===== config.mk =====
export PLATFORM = sky130hd
export DESIGN_NAME = risc_core_p
export DESIGN_NICKNAME = d
export VERILOG_FILES = /design/src/rtl/risc_core_p.sv
export SDC_FILE = /design/constraint.sdc
export NUM_CORES = 1
export LEC_CHECK = 0
export BUFFER_PORTS_ARGS = -buffer_cell sky130_fd_sc_hd__buf_4
export CAP_MARGIN = 20
export CORE_MARGIN = 5
export CORE_UTILIZATION = 57
export CTS_CLUSTER_DIAMETER = 200
export DETAILED_ROUTE_END_ITERATION = 10
export PLACE_DENSITY = 0.77
export RECOVER_POWER = 25
export REMOVE_ABC_BUFFERS = 1
export SYNTH_ARGS = -nofsm -noshare
export SYNTH_HDL_FRONTEND = slang
export SYNTH_SLANG_ARGS = --single-unit
export TNS_END_PERCENT = 50

===== constraint.sdc =====
create_clock -name clk -period 3.15 [get_ports clk]
set_input_delay 0.315 -clock clk [delete_from_list [all_inputs] [get_ports clk]]
set_output_delay 0.315 -clock clk [all_outputs]
set_load 0.05 [all_outputs]

===== src/rtl/risc_core_p.sv =====
// risc_core_p: multicycle 8-register core with pending-instruction buffer.
// Define RISC_CORE_ASR_EN to make shift code 11 an arithmetic right shift.
module risc_core_p #(
    parameter int DW = 16
) (
    input  logic          clk,
    input  logic          reset,
    input  logic          s,
    input  logic          load,
    input  logic [15:0]   in,
    output logic [DW-1:0] out,
    output logic          N,
    output logic          V,
    output logic          Z,
    output logic          w,
    output logic          pend,
    output logic          err
);
    typedef enum logic [2:0] {WAIT, DECODE, GET_A, GET_B, EXEC, WRITE} state_t;
    state_t state;
    logic [15:0] ir, pb;
    logic [DW-1:0] r [8];
    logic [DW-1:0] a, b, c, rm_v, asr_v, shv, diff, res;
    logic [2:0] opcode, rn, rd;
    logic [1:0] op, sh;
    logic mov_imm, mov_reg, cmp, legal;
    assign opcode  = ir[15:13];
    assign op      = ir[12:11];
    assign rn      = ir[10:8];
    assign rd      = ir[7:5];
    assign sh      = ir[4:3];
    assign mov_imm = opcode == 3'b110 && op == 2'b10;
    assign mov_reg = opcode == 3'b110 && op == 2'b00;
    assign cmp     = opcode == 3'b101 && op == 2'b01;
    assign legal   = opcode == 3'b101 || mov_imm || mov_reg;
    assign rm_v    = r[ir[2:0]];
`ifdef RISC_CORE_ASR_EN
    assign asr_v = {rm_v[DW-1], rm_v[DW-1:1]};
`else
    assign asr_v = rm_v >> 1;
`endif
    assign w = state == WAIT;
    always_comb begin
        shv  = sh == 2'b01 ? rm_v << 1 : sh == 2'b10 ? rm_v >> 1 : sh == 2'b11 ? asr_v : rm_v;
        diff = a - b;
        res  = mov_reg ? b : op == 2'b00 ? a + b : op == 2'b01 ? diff : op == 2'b10 ? a & b : ~b;
    end
    // Finishing with a buffered instruction skips WAIT and goes straight to DECODE.
    always_ff @(posedge clk) begin
        if (reset) begin
            state <= WAIT;
            ir    <= '0;
            pb    <= '0;
            pend  <= 1'b0;
            a     <= '0;
            b     <= '0;
            c     <= '0;
            out   <= '0;
            N     <= 1'b0;
            V     <= 1'b0;
            Z     <= 1'b0;
            err   <= 1'b0;
            for (int i = 0; i < 8; i++) r[i] <= '0;
        end else begin
            if (state != WAIT && !pend && load) begin
                pb   <= in;
                pend <= 1'b1;
            end
            case (state)
                WAIT: begin
                    if (pend) begin
                        ir    <= pb;
                        pend  <= 1'b0;
                        state <= DECODE;
                    end else begin
                        if (load) ir <= in;
                        if (s) state <= DECODE;
                    end
                end
                DECODE: begin
                    c <= {{(DW-8){ir[7]}}, ir[7:0]};
                    if (!legal) begin
                        err   <= 1'b1;
                        state <= pend ? DECODE : WAIT;
                        if (pend) begin
                            ir   <= pb;
                            pend <= 1'b0;
                        end
                    end else begin
                        state <= mov_imm ? WRITE : mov_reg ? GET_B : GET_A;
                    end
                end
                GET_A: begin
                    a     <= r[rn];
                    state <= GET_B;
                end
                GET_B: begin
                    b     <= shv;
                    state <= EXEC;
                end
                EXEC: begin
                    c   <= res;
                    out <= res;
                    if (cmp) begin
                        N     <= diff[DW-1];
                        Z     <= diff == '0;
                        V     <= (a[DW-1] ^ b[DW-1]) & (diff[DW-1] ^ a[DW-1]);
                        state <= pend ? DECODE : WAIT;
                        if (pend) begin
                            ir   <= pb;
                            pend <= 1'b0;
                        end
                    end else begin
                        state <= WRITE;
                    end
                end
                WRITE: begin
                    r[mov_imm ? rn : rd] <= c;
                    out   <= c;
                    state <= pend ? DECODE : WAIT;
                    if (pend) begin
                        ir   <= pb;
                        pend <= 1'b0;
                    end
                end
                default: state <= WAIT;
            endcase
        end
    end
endmodule


== After elaboration in Yosys (flattened, before gate mapping) ==
Memory sizes are Yosys's and may differ from the RTL's. A register that Yosys moved wholly into a read port is not among the register bits.
Index checks and enable logic that the tools add are counted.
Storage, ports and cells
  register bits after elaboration: 88
  memories kept: 1
  logic and storage cells: 95
  memory bits (writable): 128
Operators by class
  mux-type cells: 39
  equal/unequal tests: 16
  add/sub/neg operators: 2
  reduce and logical (&&, ||, !) cells: 20
  bitwise logic cells: 6
Memory list
  r: depth 8, bits a word 16, read ports 2, clocked after Yosys merged registers in 2, wr ports 8, RTL line 22  | logic [DW-1:0] r [8];
Operators with widths (number)
  two-way mux 16 bit: 13
  one-hot mux 16 bit (2 select lines): 2
  one-hot mux 16 bit (4 select lines): 1
  two-way mux 3 bit: 9
  one-hot mux 3 bit (6 select lines): 1
  adder 16 bit: 1
  bitwise AND 16 bit: 1
  logical NOT 16 bit: 1
  NOT 16 bit: 1
  OR reduction 16 bit: 1
  subtractor 16 bit: 1
  == test 3 bit (second input constant): 4
  two-way mux 1 bit: 12
  == test 2 bit (second input constant): 3
  == test 3 x 2 -> 1 bit (second input constant): 2
  inequality test 3 x 2 -> 1 bit (second input constant): 2
  logical AND 1 bit: 5
  == test 2 x 1 -> 1 bit (second input constant): 2
  inequality test 2 bit (second input constant): 2
  AND reduction 2 bit: 2
  AND reduction 4 bit: 1
  nonzero test 2 bit: 2
  nonzero test 4 bit: 1
  == test 3 x 1 -> 1 bit (second input constant): 1
  other kinds (10): 12

== Depth between registers and ports, before layout ==
  depth in word-level cells: 8
  gate-level depth with buffers: 11
  mapped depth without buffers: 11

== Worst setup path before layout ==
No wires, ideal clock.
  path kind: reg2reg
  start: register ir[14]
  end: memory r[1][0] (enable)
  library setup time: 411 ps
  path buffers: 1
  cell stages (with the launch flop): 7
  arrival: 2900 ps
  path slack: -162 ps
  path through: dfxtp_1 > nor4bb_1 > nand2_1 > mux2i_1 > or4_1 > clkbuf_1 > o21ai_0
RTL lines
  start, declared: RTL line 21  | logic [15:0] ir, pb;
  start signal, assigned: RTL line 72  | ir <= pb;
  start signal, assigned: RTL line 76  | if (load) ir <= in;
  start signal, assigned: RTL line 86  | ir <= pb;
  end, declared: RTL line 22

== Worst setup path in the final report ==
  start: register ir[11]
  end: register c[14]
Between the ends
  cells in the longest elaborated chain, start to end: 6
  elaborated cells between the ends (all ways): 9
  those cells by class: 2 x eq/ne; 5 x mux; 2 x reduce/logical
Ends and longest elaborated chain
  == test 2 bit: RTL line 46  | res = mov_reg ? b : op == 2'b00 ? a + b : op == 2'b01 ? diff : op == 2'b10 ? a & b : ~b;
  two-way mux 16 bit (3 in series): RTL line 46
  two-way mux 16 bit *: RTL line 46
  one-hot mux 16 bit (2 select lines) *: RTL line 69  | case (state)
  end signal, assigned: RTL line 81  | c <= {{(DW-8){ir[7]}}, ir[7:0]};
  end signal, assigned: RTL line 102  | c <= res;
  end, declared: RTL line 23  | logic [DW-1:0] a, b, c, rm_v, asr_v, shv, diff, res;
Mark *: on every way between the ends. The rest lies on a longest branch, timed or not.
A chain may end at the register's enable or synchronous reset.

==> flow_metrics.env <==
export IMPL_coreArea_sq_um=22800
export IMPL_crit_path_max_fanout=33
export IMPL_synth_top_cell_by_area="edfxtp_1"
export IMPL_finClkSkew_ns=0.0146
export IMPL_routed_via_count=10400
export IMPL_placement_rows=55
export IMPL_routed_wl_microns=37900
export IMPL_io_pins=42
export IMPL_slew_viol_final=0
export IMPL_netlist_area_sq_um=13300
export IMPL_holdPathStages=3
export IMPL_grt_use_total_pct=28.7
export IMPL_yosysSeqAreaShare_pct=45.0
export IMPL_n_antenna_cell=0
export IMPL_final_hold_violation_count=0
export IMPL_yosys_register_bits=235
export IMPL_dpl_hpwl_microns=26500
export IMPL_portBuffers=41
export IMPL_root_buffer="clkbuf_16"
export IMPL_postRouteAntennaNets=0
export IMPL_antenna_found_initial=0
export IMPL_worst_pin_slew_ns=1.38
export IMPL_areaGrowthSynthToFinish_pct=11.9
export IMPL_grt_pass1_vias=10200
export IMPL_fp_dieW_microns=163
export IMPL_synth_edff_count=128
export IMPL_fmaxAchievable_ghz=0.330
export IMPL_layout_drive_gt1_share_pct=15.4
export IMPL_maxSlewHeadroom_pct=7.89
export IMPL_nets=1356
export IMPL_via_per_inst=6.34
export IMPL_clk_pin_slew_ns=0.07
export IMPL_dieArea_sq_um=26500
export IMPL_yosys_area_top_type_share_pct=28.9
export IMPL_start_kind="flip-flop"
export IMPL_grt_overflow_total=0
export IMPL_min_period_over_period_pct=96.1
export IMPL_cts_buffer_depth=3
export IMPL_holdWs_ns=0.0385
export IMPL_max_stage_delay_ns=0.66
export IMPL_insertion_delay_ns=0.53
export IMPL_grt_pass1_wl_microns=58900
export IMPL_die_h_microns=163
export IMPL_status="finished, final reports clean"
export IMPL_drcViolationCount=0
export IMPL_routabilityCongestion=0.969
export IMPL_yosys_top_cells_count="and2_1 (131), edfxtp_1 (128), nor2_1 (117), dfxtp_1 (107), nand2_1 (107)"
export IMPL_avgSynthCellArea_sq_um=10.5
export IMPL_htreeDepth=1
export IMPL_reg2reg_depth=7
export IMPL_end_kind="flip-flop"
export IMPL_cts_tree="done"
export IMPL_critPathArrivalTime_ns=3.48
export IMPL_yosysUniqueCellTypes=73
export IMPL_dp_slack_ns=0.243
export IMPL_grt_max_degree=65
export IMPL_dr_pass1_iters=5
export IMPL_cts_hold_fix_buffers=0
export IMPL_crit_chain="clkbuf_2 -> nand4bb_1 -> clkbuf_1 -> o21ai_0 -> o41ai_1 -> o32ai_1 -> a211oi_1"
export IMPL_async_flop_share_pct=0
export IMPL_hold_path_class="in -> reg"
export IMPL_yosysWarnings=0
export IMPL_rsz0062_at_grt="no"
export IMPL_maxCapViolCount=0
export IMPL_p_leak_nw=5.32
export IMPL_setup_viol=0
export IMPL_layout_setup_ws_ns=0.122
export IMPL_clock_sinks=235
export IMPL_start_util_pct=58.4
export IMPL_drt_iter0_drc=1257
export IMPL_powerDensity_nw_per_um2=516
export IMPL_crit_type="reg -> reg"
export IMPL_critPathRequiredTime_ns=3.60
export IMPL_wl_per_cell_microns=23.2
export IMPL_period_minus_slack_ns=3.03
export IMPL_yosysMostFrequentCell="and2_1"
export IMPL_syn_inst=1265
export IMPL_ys_top_cells_by_area="edfxtp_1 (29%), dfxtp_1 (16%), mux4_2 (11%)"
export IMPL_irDropWorstVdd_v=0.000472
export IMPL_crit_slowest_cell="clkbuf_2"
export IMPL_ys_flop_type="edfxtp_1"
export IMPL_numCtsBuffers=26
==> layer usage <==
metal  global-route usage (%)  routed length [microns]  vias up
met1                     39.9                    15400     4996
met4                     9.95                     1380        0
li1                         -                        -     4774
met2                     46.0                    18000      498
met5                        0                        0        -
met3                     4.86                     3210       92
==> sequential cells by signal, summed over array words and instances, names as in the netlist, 3 cells and up, named ones only <==
name,count
out,16
pb,16
state,3
ir,16
r,128
b,16
c,16
a,16
==> power by group <==
group	switching (W)	total (W)	internal, W	leakage [nW]
Sequential	0.000135	0.00348	0.00334	2.19
Clock	0.00124	0.00297	0.00173	0.419
Combinational	0.000721	0.00123	0.000513	2.71
Total	0.00210	0.00768	0.00559	5.32
==> path summary, 6_finish.rpt <==
path                       startpoint                  end  slack [ns]
hold / removal                 in[15]  pb[15]$_SDFFE_PP0P_        0.04
setup / recovery  ir[11]$_SDFFE_PP0P_   c[14]$_SDFFE_PP0P_        0.12
setup reg to reg  ir[11]$_SDFFE_PP0P_   c[14]$_SDFFE_PP0P_        0.12
hold reg to reg        V$_SDFFE_PP0P_       V$_SDFFE_PP0P_        0.45
==> placed cells by master (no fill, tap or decap), types with 21 or more instances in the layout <==
master / n
and2_1: 131
edfxtp_1: 128
nor2_1: 117
dfxtp_1: 107
nand2_1: 107
buf_4: 70
a211oi_1: 67
mux4_2: 64
a21oi_1: 54
mux2i_1: 53
o21ai_0: 53
inv_1: 34
ha_1: 31
clkbuf_1: 30
clkbuf_16: 27
nor3_1: 21
==> timing repair <==
action,CTS,global route
buffers inserted,0,0
endpoints found under the setup margin,0,4
gates resized for setup,0,4
==> per-stage QoR <==
stage	instances	total power [W]	util (%)	TNS, ns	area, sq um
6_report	1635	0.00768	65.3	0	14900
3_5_place_dp	1588	0.00476	62.1	0	14100
4_1_cts	1635	0.00770	65.8	0	15000
5_1_grt	1635	0.00796	65.3	0	14900
3_3_place_gp	1588	0.00473	62.1	0	14100
2_1_floorplan	1172	0.00429	-	-172.81	12900
==> cell families after synthesis <==
family          Yosys count  synth area share, %
simple gates            441                 16.6
compound gates          286                 14.7
flops                   235                 45.0
buf+inv                 127                 3.77
mux                     122                 15.3
fa+ha+maj                33                 3.22
xor+xnor                 21                 1.38
==> layout make-up <==
class | instances | area, sq um
fillers | 1794 | 7900
multi-input cells | 903 | 6840
flip-flops and latches | 235 | 5990
clock buffers | 34 | 742
repair buffers | 103 | 702
well taps | 313 | 392
inverters | 34 | 128
clock inverters | 13 | 93.8
==> critical path, delay by kind of cell (launching register included) <==
| family | cells | cell delay [ns] |
|---|---|---|
| flip-flops | 1 | 0.32 |
| AND/OR/NAND/NOR | 1 | 0.30 |
| buffers and inverters | 2 | 1.17 |
| AO/OA/AOI/OAI | 4 | 1.14 |
Power figures use the tool's default switching activity.
